### src/rtl/synaptic_update_scheduler.sv
// synaptic_update_scheduler
//   Walks every (pre neuron, post word) pair after a training sample:
//   pre count read, then read / wait / write-back of the weight and
//   gradient SRAM words for each post word of the row.
//   While no sweep runs, the weight SRAM serves inference read requests.
//   Optional build macro: SYN_SCHED_SKIP_ZERO_EN skips rows whose pre
//   spike count is zero.
module synaptic_update_scheduler #(
   parameter int unsigned INPUT_NEURON         = 784,
   parameter int unsigned OUTPUT_NEURON        = 256,
   parameter int unsigned POST_NEUR_PARALLEL   = 4,
   parameter int unsigned PRE_NEUR_ADDR_WIDTH  = 10,
   parameter int unsigned POST_NEUR_ADDR_WIDTH = 10,
   parameter int unsigned PRE_NEUR_DATA_WIDTH  = 8,
   parameter int unsigned SYN_ARRAY_ADDR_WIDTH = 16,
   parameter int unsigned UPD_LAT              = 1
) (
   input  logic                            CLK,
   input  logic                            RST,
   input  logic                            IS_TRAIN,
   input  logic                            CTRL_TREF_EVENT,
   output logic                            PRE_NEUR_CS,
   output logic [PRE_NEUR_ADDR_WIDTH-1:0]  PRE_NEUR_ADDR,
   input  logic [PRE_NEUR_DATA_WIDTH-1:0]  PRE_NEUR_S_CNT,
   output logic                            POST_NEUR_CS,
   output logic [POST_NEUR_ADDR_WIDTH-1:0] CTRL_POST_NEURON_ADDRESS,
   output logic                            CTRL_SYNARRAY_CS,
   output logic                            CTRL_SYNARRAY_WE,
   output logic [SYN_ARRAY_ADDR_WIDTH-1:0] CTRL_SYNARRAY_ADDR,
   output logic                            CTRL_GRAD_ARRAY_CS,
   output logic                            CTRL_GRAD_ARRAY_WE,
   input  logic                            INF_REQ,
   input  logic [SYN_ARRAY_ADDR_WIDTH-1:0] INF_ADDR,
   output logic                            INF_GNT,
   output logic                            BUSY,
   output logic                            DONE,
   output logic                            ERR_OVERRUN
);

   localparam int unsigned POST_WORDS = OUTPUT_NEURON / POST_NEUR_PARALLEL;
   localparam int unsigned WAIT_W     = (UPD_LAT > 2) ? $clog2(UPD_LAT - 1) : 1;

   localparam logic [PRE_NEUR_ADDR_WIDTH-1:0]  LAST_PRE  = PRE_NEUR_ADDR_WIDTH'(INPUT_NEURON - 1);
   localparam logic [POST_NEUR_ADDR_WIDTH-1:0] LAST_WORD = POST_NEUR_ADDR_WIDTH'(POST_WORDS - 1);
   localparam logic [SYN_ARRAY_ADDR_WIDTH-1:0] WORDS_A   = SYN_ARRAY_ADDR_WIDTH'(POST_WORDS);
   localparam logic [WAIT_W-1:0]               WAIT_INIT = WAIT_W'((UPD_LAT > 1) ? UPD_LAT - 2 : 0);

   typedef enum logic [2:0] {
      S_IDLE, S_PRE_RD, S_PRE_CHK, S_SYN_RD, S_SYN_WAIT, S_SYN_WR, S_DONE
   } state_t;

   state_t                          state;
   logic [PRE_NEUR_ADDR_WIDTH-1:0]  pre;
   logic [POST_NEUR_ADDR_WIDTH-1:0] word;
   logic [WAIT_W-1:0]               wait_cnt;
   logic [PRE_NEUR_ADDR_WIDTH-1:0]  next_pre;
   logic [SYN_ARRAY_ADDR_WIDTH-1:0] cur_addr;

`ifndef SYN_SCHED_SKIP_ZERO_EN
   logic unused_cnt;
   assign unused_cnt = ^PRE_NEUR_S_CNT;
`endif

   // Shared SRAM address of the current (pre, word) pair and the following row index
   always_comb begin
      next_pre = pre + 1'b1;
      cur_addr = SYN_ARRAY_ADDR_WIDTH'(pre) * WORDS_A + SYN_ARRAY_ADDR_WIDTH'(word);
   end

   // Sweep sequencer and arbiter; every output is set for the state being entered
   always_ff @(posedge CLK) begin
      if (RST) begin
         state                    <= S_IDLE;
         pre                      <= '0;
         word                     <= '0;
         wait_cnt                 <= '0;
         PRE_NEUR_CS              <= 1'b0;
         PRE_NEUR_ADDR            <= '0;
         POST_NEUR_CS             <= 1'b0;
         CTRL_POST_NEURON_ADDRESS <= '0;
         CTRL_SYNARRAY_CS         <= 1'b0;
         CTRL_SYNARRAY_WE         <= 1'b0;
         CTRL_SYNARRAY_ADDR       <= '0;
         CTRL_GRAD_ARRAY_CS       <= 1'b0;
         CTRL_GRAD_ARRAY_WE       <= 1'b0;
         INF_GNT                  <= 1'b0;
         BUSY                     <= 1'b0;
         DONE                     <= 1'b0;
         ERR_OVERRUN              <= 1'b0;
      end else begin
         PRE_NEUR_CS        <= 1'b0;
         POST_NEUR_CS       <= 1'b0;
         CTRL_SYNARRAY_CS   <= 1'b0;
         CTRL_SYNARRAY_WE   <= 1'b0;
         CTRL_GRAD_ARRAY_CS <= 1'b0;
         CTRL_GRAD_ARRAY_WE <= 1'b0;
         INF_GNT            <= 1'b0;
         DONE               <= 1'b0;

         if (BUSY && CTRL_TREF_EVENT)
            ERR_OVERRUN <= 1'b1;

         case (state)
            // The DONE cycle already arbitrates like IDLE, so a waiting
            // inference request is granted right after the DONE pulse.
            S_IDLE, S_DONE: begin
               if (CTRL_TREF_EVENT && IS_TRAIN) begin
                  state         <= S_PRE_RD;
                  pre           <= '0;
                  word          <= '0;
                  BUSY          <= 1'b1;
                  PRE_NEUR_CS   <= 1'b1;
                  PRE_NEUR_ADDR <= '0;
               end else begin
                  state <= S_IDLE;
                  BUSY  <= 1'b0;
                  if (INF_REQ) begin
                     INF_GNT            <= 1'b1;
                     CTRL_SYNARRAY_CS   <= 1'b1;
                     CTRL_SYNARRAY_ADDR <= INF_ADDR;
                  end
               end
            end

            S_PRE_RD: state <= S_PRE_CHK;

            S_PRE_CHK: begin
`ifdef SYN_SCHED_SKIP_ZERO_EN
               if (PRE_NEUR_S_CNT == '0) begin
                  if (pre == LAST_PRE) begin
                     state <= S_DONE;
                     BUSY  <= 1'b0;
                     DONE  <= 1'b1;
                  end else begin
                     pre           <= next_pre;
                     state         <= S_PRE_RD;
                     PRE_NEUR_CS   <= 1'b1;
                     PRE_NEUR_ADDR <= next_pre;
                  end
               end else
`endif
               begin
                  state                    <= S_SYN_RD;
                  POST_NEUR_CS             <= 1'b1;
                  CTRL_SYNARRAY_CS         <= 1'b1;
                  CTRL_GRAD_ARRAY_CS       <= 1'b1;
                  CTRL_SYNARRAY_ADDR       <= cur_addr;
                  CTRL_POST_NEURON_ADDRESS <= word;
               end
            end

            // The address register is left untouched so the write-back hits the read address
            S_SYN_RD: begin
               if (UPD_LAT > 1) begin
                  state    <= S_SYN_WAIT;
                  wait_cnt <= WAIT_INIT;
               end else begin
                  state              <= S_SYN_WR;
                  CTRL_SYNARRAY_CS   <= 1'b1;
                  CTRL_SYNARRAY_WE   <= 1'b1;
                  CTRL_GRAD_ARRAY_CS <= 1'b1;
                  CTRL_GRAD_ARRAY_WE <= 1'b1;
               end
            end

            S_SYN_WAIT: begin
               if (wait_cnt == '0) begin
                  state              <= S_SYN_WR;
                  CTRL_SYNARRAY_CS   <= 1'b1;
                  CTRL_SYNARRAY_WE   <= 1'b1;
                  CTRL_GRAD_ARRAY_CS <= 1'b1;
                  CTRL_GRAD_ARRAY_WE <= 1'b1;
               end else begin
                  wait_cnt <= wait_cnt - 1'b1;
               end
            end

            S_SYN_WR: begin
               if (word == LAST_WORD) begin
                  word <= '0;
                  if (pre == LAST_PRE) begin
                     state <= S_DONE;
                     BUSY  <= 1'b0;
                     DONE  <= 1'b1;
                  end else begin
                     pre           <= next_pre;
                     state         <= S_PRE_RD;
                     PRE_NEUR_CS   <= 1'b1;
                     PRE_NEUR_ADDR <= next_pre;
                  end
               end else begin
                  word                     <= word + 1'b1;
                  state                    <= S_SYN_RD;
                  POST_NEUR_CS             <= 1'b1;
                  CTRL_SYNARRAY_CS         <= 1'b1;
                  CTRL_GRAD_ARRAY_CS       <= 1'b1;
                  CTRL_SYNARRAY_ADDR       <= cur_addr + 1'b1;
                  CTRL_POST_NEURON_ADDRESS <= word + 1'b1;
               end
            end

            default: state <= S_IDLE;
         endcase
      end
   end

endmodule

### config.mk
export PLATFORM = sky130hd
export DESIGN_NAME = synaptic_update_scheduler
export DESIGN_NICKNAME = d
export VERILOG_FILES = /design/src/rtl/synaptic_update_scheduler.sv
export SDC_FILE = /design/constraint.sdc
export NUM_CORES = 1
export LEC_CHECK = 0
export BUFFER_PORTS_ARGS = -buffer_cell sky130_fd_sc_hd__clkbuf_2
export CORE_ASPECT_RATIO = 0.9
export CORE_MARGIN = 5
export CORE_UTILIZATION = 58
export CTS_CLUSTER_SIZE = 24
export DETAILED_ROUTE_END_ITERATION = 12
export GPL_TIMING_DRIVEN = 1
export PLACE_DENSITY = 0.85
export SLEW_MARGIN = 20
export SYNTH_ARGS = -nofsm -noshare
export SYNTH_HDL_FRONTEND = slang
export SYNTH_SLANG_ARGS = --single-unit
### constraint.sdc
create_clock -name CLK -period 7.6 [get_ports CLK]
set_input_delay 0.76 -clock CLK [delete_from_list [all_inputs] [get_ports CLK]]
set_output_delay 0.76 -clock CLK [all_outputs]
set_load 0.01 [all_outputs]
==> run summary <==
Vias -> 3260
WL per Instance -> 15.8 microns
Power density cells -> 198 mW/mm^2
Max-slew headroom -> 30.1%
Internal -> 0.561 mW
Layout Nets -> 499
Slowest stage delay, CP -> 0.50 ns
Global-route wire length before repair -> 13800 microns
F_max -> 0.335 GHz
Switching Share -> 26.8%
Non-Filler Instances -> 538
Final setup fails -> 0
Area of the multi-input gates -> 0.00203 sq mm
Post-Syn Area -> 0.00332 sq mm
Post-CTS Setup Bufs -> 0
Tot GR Track Use -> 23.2%
Initial core utilization -> 58.9%
Crit path DAT -> 3.20 ns
Met3 wire length -> 596 microns
Sum Neg Setup Slack -> 0 ns
H-tree depth -> 3
Slowest CP cell -> a2111oi_4
Setup crit end kind -> register
Total wire length -> 8520 microns
Layout cells sized above 1 -> 22.4%
Via density -> 6.06
Floorplan row count -> 26
CP Launch Type -> register
Sequential share of power -> 44.0%
CP Class -> register to register
Area post-placement -> 0.00366 sq mm
Register Area -> 0.00116 sq mm
Post-Synthesis Cells -> 409
DIE AREA -> 0.00733 sq mm
Vias in the first global route -> 2933
Max Transition Viols Final -> 0
Register area share after synthesis -> 35.0%
Clock Path Buffers -> 2
Syn Area/Cell -> 8.11 sq um
Initial antenna violation count -> 0
CTS tree -> yes
Cell Count Post-Placement -> 522
Critical Path Fanout Max -> 8
Largest net degree at the start of global routing -> 52
Fillers -> 486
Seq cells post-synth -> 58
RSZ-0062 raised after global routing -> false
Comb pwr share -> 14.6%
Synth-to-Final Area Change -> 16.8%
Worst min path class -> register to register
Peak supply drop -> 0.147 mV
Critical Path RT -> 7.82 ns
Chip height -> 81.7 microns
Post-CTS Resized -> 0
Post-synth EDFFs -> 0
Number of detailed-route iterations in the first pass -> 5
DRC Markers -> 0
Fin. Hold Viols -> 0
Uppermost layer routed -> met4
Worst-case hold slack -> 0.460 ns
Run status -> finished, final reports clean
Worst-Skew Late Latency -> 0.35 ns
Share of the synthesized area in the top cell type -> 35.0%
Ys async rst share -> 0%
DR iter-0 viols -> 248
Yosys top cell by area -> dfxtp_1
Wl on met1 -> 3960 microns
Design area -> 0.00387 sq mm
Syn Nets -> 445
Sequence of cells on the critical path -> ha_1 -> fa_1 -> a211oi_2 -> o211ai_1 -> a2111oi_4 -> nor4b_4 -> mux2i_1 -> a31oi_1
Max-cap violations -> 0
Largest cells by area after synthesis -> dfxtp_1 35%, nor2_1 7.7%, xnor2_1 3.7%, a21oi_1 3.6%, a211oi_1 3.6%
Ys flop type -> dfxtp_1
Yosys cell types -> 67
Clk slew on worst S/H paths -> 0.06 ns
HPWL after DPL -> 5930 microns
Clock buffer count from CTS -> 9
Layout Skew -> 0.0123 ns
NetSw -> 0.205 mW
PortBufs -> 66
ANT nets after route -> 0
Hold buffers post-CTS -> 0
Global placement routability congestion -> 0.848
Post-route total power -> 0.766 mW
Area of the core -> 0.00563 sq mm
Tcrit/Tclk final -> 39.2%
Slew @ Worst Pin -> 1.05 ns
Post-layout min period -> 2.98 ns
Ys Warns -> 0
Leakage -> 1.57 nW
Clk sink count -> 58
Antenna Cells -> 0
Metal2 WL -> 3800 microns
Top-level port count -> 75
Root buffer cell -> clkbuf_8
Clock share of power -> 41.4%
Grt ovf -> 0
Die Width -> 89.7 microns
==> logic make-up after synthesis <==
kind of cell             after synthesis  synth area share, %
AND/OR/NAND/NOR                      175                 26.8
flip-flops                            58                 35.0
buffers and inverters                 32                 3.96
AO/OA/AOI/OAI                        114                 25.2
adder cells (fa/ha/maj)                8                 3.17
multiplexers                           1                0.302
XOR/XNOR                              21                 5.55
==> sequential cells by signal, summed over array words and instances (netlist names) <==
name / cells
BUSY: 1
CTRL_GRAD_ARRAY_CS: 1
CTRL_GRAD_ARRAY_WE: 1
CTRL_POST_NEURON_ADDRESS: 10
CTRL_SYNARRAY_ADDR: 16
CTRL_SYNARRAY_CS: 1
DONE: 1
ERR_OVERRUN: 1
INF_GNT: 1
POST_NEUR_CS: 1
PRE_NEUR_CS: 1
pre: 10
state: 3
word: 10
==> synthesized netlist by cell type (all sizes together), types with 6 or more instances <==
master and n:
nand4 9, a211oi 17, a21oi 26, nand3 14, buf 9, xnor2 14, ha 6, dfxtp 58
xor2 7, inv 6, nor2 68, o21ai 21, a311oi 6, nor3 14, or3 7, nand2 31
clkbuf 17
==> final cells by class <==
cell class,count,area share (%)
Tap cell,70,2.26
Multi-Input combinational cell,319,52.4
Clock inverter,5,2.00
Inverter,6,0.581
Clock buffer,11,3.65
Sequential cell,58,30.0
Timing Repair Buffer,69,9.11
==> critical path: cells and delay by family, from the launching register on <==
family	cells	cell delay, ns
fa+ha+maj	2	0.69
mux	1	0.22
simple gates	1	0.29
compound gates	4	1.28
flops	1	0.38
==> power by group through the flow <==
stage / clock [mW] / combinational (mW) / sequential (mW)
after detailed placement: 0 / 0.111 / 0.344
final: 0.317 / 0.112 / 0.337
after global placement: 0 / 0.109 / 0.342
after floorplan: 0 / 0.0638 / 0.349
after global routing: 0.335 / 0.124 / 0.339
after CTS: 0.319 / 0.112 / 0.337
==> per-stage QoR <==
stage	setup WS (ns)	util (%)
2_1_floorplan	4.93	-
5_1_grt	4.46	68.9
6_report	4.62	68.9
3_3_place_gp	4.72	65.0
3_5_place_dp	4.69	65.0
4_1_cts	4.65	68.9
==> worst paths after layout <==
kind,from,endpoint,slack (ns),cells after the start
worst max-delay path,word[6]$_SDFFE_PP0P_,CTRL_SYNARRAY_ADDR[15]$_SDFFE_PP0P_,4.62,8
worst min register to register,CTRL_SYNARRAY_ADDR[0]$_SDFFE_PP0P_,CTRL_SYNARRAY_ADDR[0]$_SDFFE_PP0P_,0.46,2
worst min-delay path,CTRL_SYNARRAY_ADDR[0]$_SDFFE_PP0P_,CTRL_SYNARRAY_ADDR[0]$_SDFFE_PP0P_,0.46,2
worst max register to register,word[6]$_SDFFE_PP0P_,CTRL_SYNARRAY_ADDR[15]$_SDFFE_PP0P_,4.62,8
==> placed cells by master (no fill, tap or decap), drive strengths merged, types with 4 or more instances in the layout <==
master and instances:
xor2 7, a21oi 26, a221oi 4, a211oi 17, and2 4, a31oi 4
nand3 14, clkbuf 77, and3 4, dfxtp 58, inv 6, a22oi 5
o21a 4, nor3 14, o21ai 21, nor4 5, nand2 31, a311oi 6
or3 7, nor2 68, nand4 9, ha 6, xnor2 14
==> per-layer routing <==
metal	vias up	global-route usage [%]
met5	-	0
met4	0	9.82
met3	16	4.76
met2	130	36.4
met1	1490	31.4
li1	1624	-
Note: power is estimated with default switching activity, not from simulation.
